## config.mk

```make
export PLATFORM = sky130hd
export DESIGN_NAME = instr_issue_sequencer
export DESIGN_NICKNAME = d
export VERILOG_FILES = /design/src/rtl/instr_issue_sequencer.sv
export SDC_FILE = /design/constraint.sdc
export NUM_CORES = 1
export LEC_CHECK = 0
export BUFFER_PORTS_ARGS = -buffer_cell sky130_fd_sc_hd__buf_2
export CAP_MARGIN = 30
export CORE_ASPECT_RATIO = 1.25
export CORE_MARGIN = 3
export CORE_UTILIZATION = 30
export CTS_CLUSTER_SIZE = 28
export DETAILED_ROUTE_END_ITERATION = 8
export GPL_ROUTABILITY_DRIVEN = 0
export PLACE_DENSITY = 0.45
export RECOVER_POWER = 50
export SLEW_MARGIN = 20
export SYNTH_ARGS = -nofsm -noshare
export SYNTH_HDL_FRONTEND = slang
export SYNTH_SLANG_ARGS = --single-unit
```

## constraint.sdc

```tcl
create_clock -name clock -period 4.9 [get_ports clock]
set_input_delay 0.49 -clock clock [delete_from_list [all_inputs] [get_ports clock]]
set_output_delay 0.49 -clock clock [all_outputs]
set_load 0.03 [all_outputs]
```

## src/rtl/instr_issue_sequencer.sv

```systemverilog
// instr_issue_sequencer: FIFO-buffered instruction issuer holding each word for an opcode-dependent cycle count (optional ISSUE_STATS_EN adds issued_count)
module instr_issue_sequencer #(
  parameter int DEPTH = 8,
  parameter int SHORT_CYCLES = 7,
  parameter int LONG_CYCLES = 9,
  parameter logic [3:0] SHORT_OPCODE = 4'd1,
  parameter logic [13:0] IDLE_INSTR = 14'd0
) (
  input  logic        clock,
  input  logic        reset_n,
  input  logic [13:0] in_instr,
  input  logic        in_valid,
  output logic        in_ready,
  output logic [13:0] instruction,
  output logic        issue_start,
  output logic        busy,
`ifdef ISSUE_STATS_EN
  output logic [4:0]  fifo_count,
  output logic [15:0] issued_count
`else
  output logic [4:0]  fifo_count
`endif
);
  localparam int AW = $clog2(DEPTH);
  localparam logic [4:0] FULL = 5'(DEPTH);
  localparam logic [3:0] SHORT_LD = 4'(SHORT_CYCLES - 1);
  localparam logic [3:0] LONG_LD = 4'(LONG_CYCLES - 1);
  typedef enum logic {IDLE, HOLD} state_t;
  state_t state_q;
  logic [13:0] mem_q [DEPTH];
  logic [AW-1:0] wptr_q, rptr_q;
  logic [4:0] count_q, count_d;
  logic [3:0] cnt_q;
  logic [13:0] instr_q, head;
  logic start_q, busy_q, push, pop;
  assign head = mem_q[rptr_q];
  assign in_ready = count_q < FULL;
  assign push = in_valid && in_ready;
  assign pop = (count_q != 5'd0) && (state_q == IDLE || cnt_q == 4'd0);
  assign count_d = count_q + 5'(push) - 5'(pop);
  assign instruction = instr_q;
  assign issue_start = start_q;
  assign busy = busy_q;
  assign fifo_count = count_q;
  // Storage needs no reset: occupancy is tracked by count_q and the pointers.
  always_ff @(posedge clock)
    if (push) mem_q[wptr_q] <= in_instr;
  // Issue FSM: pops only from registered occupancy, so a fresh push is seen one edge later.
  always_ff @(posedge clock) begin
    if (!reset_n) begin
      state_q <= IDLE;
      wptr_q <= '0;
      rptr_q <= '0;
      count_q <= 5'd0;
      cnt_q <= 4'd0;
      instr_q <= IDLE_INSTR;
      start_q <= 1'b0;
      busy_q <= 1'b0;
    end else begin
      count_q <= count_d;
      start_q <= pop;
      if (push) wptr_q <= wptr_q + 1'b1;
      if (pop) begin
        rptr_q <= rptr_q + 1'b1;
        instr_q <= head;
        cnt_q <= (head[3:0] == SHORT_OPCODE) ? SHORT_LD : LONG_LD;
        state_q <= HOLD;
        busy_q <= 1'b1;
      end else if (state_q == HOLD && cnt_q != 4'd0) begin
        cnt_q <= cnt_q - 1'b1;
      end else if (state_q == HOLD) begin
        state_q <= IDLE;
        busy_q <= 1'b0;
        instr_q <= IDLE_INSTR;
      end
    end
  end
`ifdef ISSUE_STATS_EN
  // Counts issue_start cycles, wrapping naturally at 16 bits.
  always_ff @(posedge clock) begin
    if (!reset_n) issued_count <= 16'd0;
    else if (start_q) issued_count <= issued_count + 16'd1;
  end
`endif
endmodule

```

== Yosys cells after proc, flatten, opt, wreduce, memory -nomap -nowiden ==
Memories as Yosys holds them, arrays and structs flattened. A register that Yosys moved wholly into a read port is not among the register bits.
Index checks and enable logic that the tools add are counted.

* Register bits after elaboration: 32
* Latch bits: 0
* RAM bits: 112
* Bits in read-only memories: 0
* Input bits: 17
* Output and inout port bits: 22
* Logic and storage cells: 43
* Memories kept: 1

{| class="wikitable"
|+ Memories
! name !! words !! width !! read ports !! clocked after Yosys merged registers in !! write ports !! line !! text
|-
| mem_q || 8 || 14 || 1 || 1 || 1 || 30 || <nowiki>logic [13:0] mem_q [DEPTH];</nowiki>
|}

* Add/sub/neg operators: 5
* Multipliers: 0
* Div/mod/pow operators: 0
* Magnitude comparators: 1
* Equal/unequal tests: 2
* Shifts and indexed selects: 0
* Multiplexer cells: 15
* Bitwise logic cells: 1
* Reduce and logical (&&, ||, !) cells: 10

{| class="wikitable"
|+ Operators with widths
! operator !! number
|-
| $mux W14 || 3
|-
| $mux W4 || 3
|-
| $mux W1 || 7
|-
| $add A3 B1 Y3 const B || 2
|-
| $mux W3 || 2
|-
| $add A5 B1 Y5 || 1
|-
| $lt A5 B4 Y1 const B || 1
|-
| $reduce_bool A5 Y1 || 1
|-
| $sub A5 B1 Y5 || 1
|-
| $eq A4 B1 Y1 const B || 1
|-
| $logic_not A4 Y1 || 1
|-
| $reduce_bool A2 Y1 || 2
|-
| $reduce_bool A4 Y1 || 1
|-
| $sub A4 B1 Y4 const B || 1
|-
| $logic_and A1 B1 Y1 || 3
|-
| $ne A2 B2 Y1 const B || 1
|-
| $reduce_and A2 Y1 || 1
|-
| $logic_or A1 B1 Y1 || 1
|-
| $not A1 Y1 || 1
|}

== Longest topological paths before layout ==
* Depth in word-level cells: 5
* Depth in mapped cells: 13
* Depth with buffers taken out: 13

== Worst setup path before layout ==
Ideal clock, no wire load.

* Kind: register -> register
* From: register count_q[3] (netlist: fifo_count[3])
* To: memory mem_q[0][0] (enable)
* Library setup time: 421 ps
* Arrival time: 2566 ps
* Required time: 4479 ps
* Path slack: 1913 ps
* Cell stages (with the launch flop): 5
* Buffers on the path: 0
* Clock period less this slack: 2987 ps
* Path through: dfxtp_1 > inv_1 > ha_1 > nand2_1 > nor4_1

* Word-level cells in the longest chain between the ends: 4

{| class="wikitable"
|+ RTL lines
! what !! line !! text
|-
| start, declared || 32 || <nowiki>logic [4:0] count_q, count_d;</nowiki>
|-
| start signal, assigned || 60 || <nowiki>count_q <= count_d;</nowiki>
|-
| $lt A5 B4 Y1 || 37 || <nowiki>assign in_ready = count_q < FULL;</nowiki>
|-
| via in_ready || 13 || <nowiki>output logic in_ready,</nowiki>
|-
| $logic_and A1 B1 Y1 || 38 || <nowiki>assign push = in_valid && in_ready;</nowiki>
|-
| $mux W1 || 47 || <nowiki>if (push) mem_q[wptr_q] <= in_instr;</nowiki>
|-
| $mux W1 (implied by the code) || 47 ||
|-
| end, declared || 30 ||
|}

The timed path passes the listed nets, and every way through them passes these cells.

== Worst setup path in the final report ==
* From: register cnt_q[1]
* To: register count_q[4] (netlist: fifo_count[4])

* Word-level cells in the longest chain between the ends: 4

{| class="wikitable"
|+ RTL lines
! what !! line !! text
|-
| start, declared || 33 || <nowiki>logic [3:0] cnt_q;</nowiki>
|-
| start signal, assigned || 66 || <nowiki>cnt_q <= (head[3:0] == SHORT_OPCODE) ? SHORT_LD : LONG_LD;</nowiki>
|-
| start signal, assigned || 70 || <nowiki>cnt_q <= cnt_q - 1'b1;</nowiki>
|-
| $logic_not A4 Y1 || 39 || <nowiki>assign pop = (count_q != 5'd0) && (state_q == IDLE || cnt_q == 4'd0);</nowiki>
|-
| $logic_or A1 B1 Y1 || 39 ||
|-
| $logic_and A1 B1 Y1 || 39 ||
|-
| via pop || 35 || <nowiki>logic start_q, busy_q, push, pop;</nowiki>
|-
| $sub A5 B1 Y5 || 40 || <nowiki>assign count_d = count_q + 5'(push) - 5'(pop);</nowiki>
|}

The timed path passes the listed nets, and every way through them passes these cells.
A chain may end at the register's enable or synchronous reset.

==> metrics.md <==
| Metric | Value |
|---|---|
| H-tree levels | 4 |
| Met3 GRT Util | 3.49% |
| Setup Buffers After CTS | 0 |
| CP startpoint | cnt_q[1] |
| PortBufs | 38 |
| Final Hold Slack | 0.385 ns |
| Post-synthesis simple-gate area fraction | 5.06% |
| Most used routing layer | met2 |
| Clock root buffer | clkbuf_16 |
| Post-synthesis cell area | 5630 sq um |
| Post-Synth Adder-Cell Area | 2.58% |
| Worst hold path endpoint | wptr_q[1] |
| Initial antenna violation count | 0 |
| DIE WIDTH | 129 um |
| Peak supply drop | 0.288 mV |
| Met1 Use GR | 15.7% |
| Layout cells sized above 1 | 20.8% |
| Clock net sink count | 147 |
| Cells after Synth | 325 |
| Synthesized Nets | 353 |
| Total gr overflow | 0 |
| Setup WS pre-CTS | 2.20 ns |
| Reg clk slew, reported paths | 0.06 ns |
| Worst EP required | 5.19 ns |
| Layout Cells excl Fill | 623 |
| Status | completed |
| TritonRoute pass-1 iters | 4 |
| Async SR Flop Fraction | 0% |
| Placed cell areas | 6240 sq um |
| Clock share of power | 31.7% |
| Setup violators final | 0 |
| TNS Setup | 0 ns |
| Largest area contributor in the netlist | edfxtp_1 |
| CP Capture Type | flip-flop |
| Crit-path max FO | 8 |
| GRT Total Usage | 12.3% |
| Row count | 55 |
| Sw Ratio | 31.3% |
| Clock buffer depth | 2 |
| Placeable Area | 18200 sq um |
| DRC Markers | 0 |
| Static leakage | 2.19 nW |
| Synth Area in XOR/XNOR | 1.40% |
| Via/cell ratio | 4.62 |
| Post-layout nets | 410 |
| List of most frequent post-synthesis cells | edfxtp_1 (112), dfxtp_1 (35), mux4_2 (26), nand2_1 (23), mux2i_1 (18) |
| R2R Path Start | cnt_q[1] |
| Flop pwr share | 40.9% |
| Worst Skew | 0.00701 ns |
| Starting Density | 30.9% |
| Hold Vio Cnt, Final | 0 |
| DIE HEIGHT | 159 um |
| P_int | 0.00271 W |
| Combinational share of power | 27.4% |
| Min Tclk post-route | 3.04 ns |
| Setup ws final | 1.87 ns |
| Reg2Reg Setup Slack | 1.87 ns |
| WHS Path Cells | 3 |
| Main area contributors after synthesis | edfxtp_1 (60%), dfxtp_1 (12%), mux4_2 (10%) |
| DRT antenna net count | 0 |
| Vias in the first global route | 3117 |
| Number of synthesized flops with an enable pin | 112 |
| Crit path DAT | 3.32 ns |
| Sequential fraction of the synthesis area | 72.1% |
| Total number of vias | 2878 |
| HP Start | in_valid |
| Capturing point of the worst reg2reg path | fifo_count[4] |
| # IOs | 39 |
| Largest family of logic cells by synthesized area | multiplexers |
| Yosys top cell area share | 59.7% |
| Hold_buf cts | 0 |
| Clk Latency, worst-skew pair | 0.41 ns |
| Largest net degree at the start of global routing | 18 |
| Wirelength per Cell | 18.9 um |
| Flop and latch count out of synthesis | 147 |
| Final Cycle Share | 61.9% |
| Pwr Density | 585 nW/um^2 |
| Die ar. | 20500 sq um |
| First-pass GRT wire length | 18.2 mm |
| Area growth from synthesis to layout | 19.9% |
| Mux cell area share after synthesis | 13.8% |
| Reported net switching power | 0.00124 W |
| Syn_area_per_cell | 17.3 sq um |
| Most frequent cell after synthesis | edfxtp_1 |
| Setup crit start kind | flip-flop |
| PostCTS Resize Cnt | 0 |
| Unique masters post-synth | 37 |
| Max Freq | 329 MHz |
| CTS tree | yes |
| Final wirelength | 11.8 mm |
| Starting DRT DRC Count | 219 |
| Main flop type after synthesis | edfxtp_1 |
| Antenna Cells | 0 |
| Synth warn | 0 |
| Worst R2R Path Depth | 13 |
| Critical path class | flip-flop to flip-flop |
| Layout filler cell count | 1719 |
| RSZ-0062 raised after global routing | false |
| Worst slew margin | 38.5% |
| CTS buffer count | 17 |
| Max Cap Viol | 0 |
| Hold Path Class | primary input to flip-flop |
| Synth Area in Compound Gates | 3.15% |
| Met2 Use GR | 19.6% |
| Finished Cell Area | 6760 sq um |
| Worst-Margin Slew | 0.920 ns |
| Dpl hpwl | 7.53 mm |
| Slew Viols, Final | 0 |
| Placed Instances | 591 |
==> state kept, by name, indices dropped and copies added, names as in the netlist, named ones only <==
signal / count
cnt_q: 4
rptr_q: 3
instruction: 14
state_q: 1
issue_start: 1
wptr_q: 3
fifo_count: 5
busy: 1
mem_q: 112
==> final cells by class <==
cell class	instances	area, sq um	share of cell area [%]
Multi-Input combinational cell	154	1510	22.3
Inverter	12	45.0	0.667
Clock inverter	12	133	1.96
Timing Repair Buffer	50	283	4.19
Sequential cell	147	4070	60.2
Tap cell	228	285	4.22
Clock buffer	20	437	6.46
==> cell families after synthesis <==
group           after synthesis
flops                       147
simple gates                 60
mux                          45
compound gates               29
buf+inv                      24
fa+ha+maj                    11
xor+xnor                      9
==> placed cells by master (no fill, tap or decap), drive strengths merged, types with 2 or more instances in the layout <==
cell type,Yosys,routed
clkinvlp,0,3
mux2i,18,18
inv,12,15
clkbuf,5,55
a21oi,6,6
nor3,5,5
dfxtp,35,35
xnor2,5,5
xor2,4,4
nand3,4,4
clkinv,0,4
buf,7,15
nor2,17,17
o221a,2,2
o21ai,17,17
bufinv,0,2
nand2b,2,2
ha,10,10
nand2,23,23
mux4,26,26
and2,2,2
edfxtp,112,112
==> power by group through the flow <==
| stage | clock network [W] | logic [W] | registers (W) |
|---|---|---|---|
| finish | 0.00125 | 0.00108 | 0.00162 |
| global route | 0.00134 | 0.00121 | 0.00164 |
| CTS | 0.00128 | 0.00114 | 0.00162 |
| detailed placement | 0 | 0.00114 | 0.00165 |
| global placement | 0 | 0.00109 | 0.00166 |
| floorplan | 0 | 0.000744 | 0.00171 |
==> stage by stage <==
step	util, %	power (W)
after detailed placement	34.2	0.00279
after CTS	37.4	0.00405
final	37.0	0.00395
after global placement	33.8	0.00275
after global routing	37.0	0.00419
after floorplan	-	0.00245
==> routing by layer <==
| layer | part of all wire [%] | wire, um |
|---|---|---|
| met5 | 0 | 0 |
| met4 | 2.2 | 255 |
| met3 | 4.3 | 509 |
| met2 | 49 | 5800 |
| met1 | 44 | 5190 |
==> worst max-delay path by stage <==
stage	end	slack (ns)	depth (start not counted)
4_1_cts	fifo_count[4]	2.18	13
6_report	fifo_count[4]	1.87	13
3_3_place_gp	fifo_count[4]	2.23	13
5_1_grt	fifo_count[4]	1.64	13
3_5_place_dp	fifo_count[4]	2.20	13
2_1_floorplan	mem_q[0][0]	1.91	4
==> worst max-delay path, stage by stage (launching register included) <==
cell and delay (ns):
dfxtp_1 0.33, inv_1 0.06, ha_1 0.17, or3b_1 0.40
a21oi_1 0.57, ha_1 0.21, inv_1 0.04, ha_1 0.19
fa_1 0.40, a21oi_1 0.17, nor2_1 0.05, nor2_1 0.13
xnor2_1 0.13, nor2_1 0.05
(Power assumes the default switching activity.)
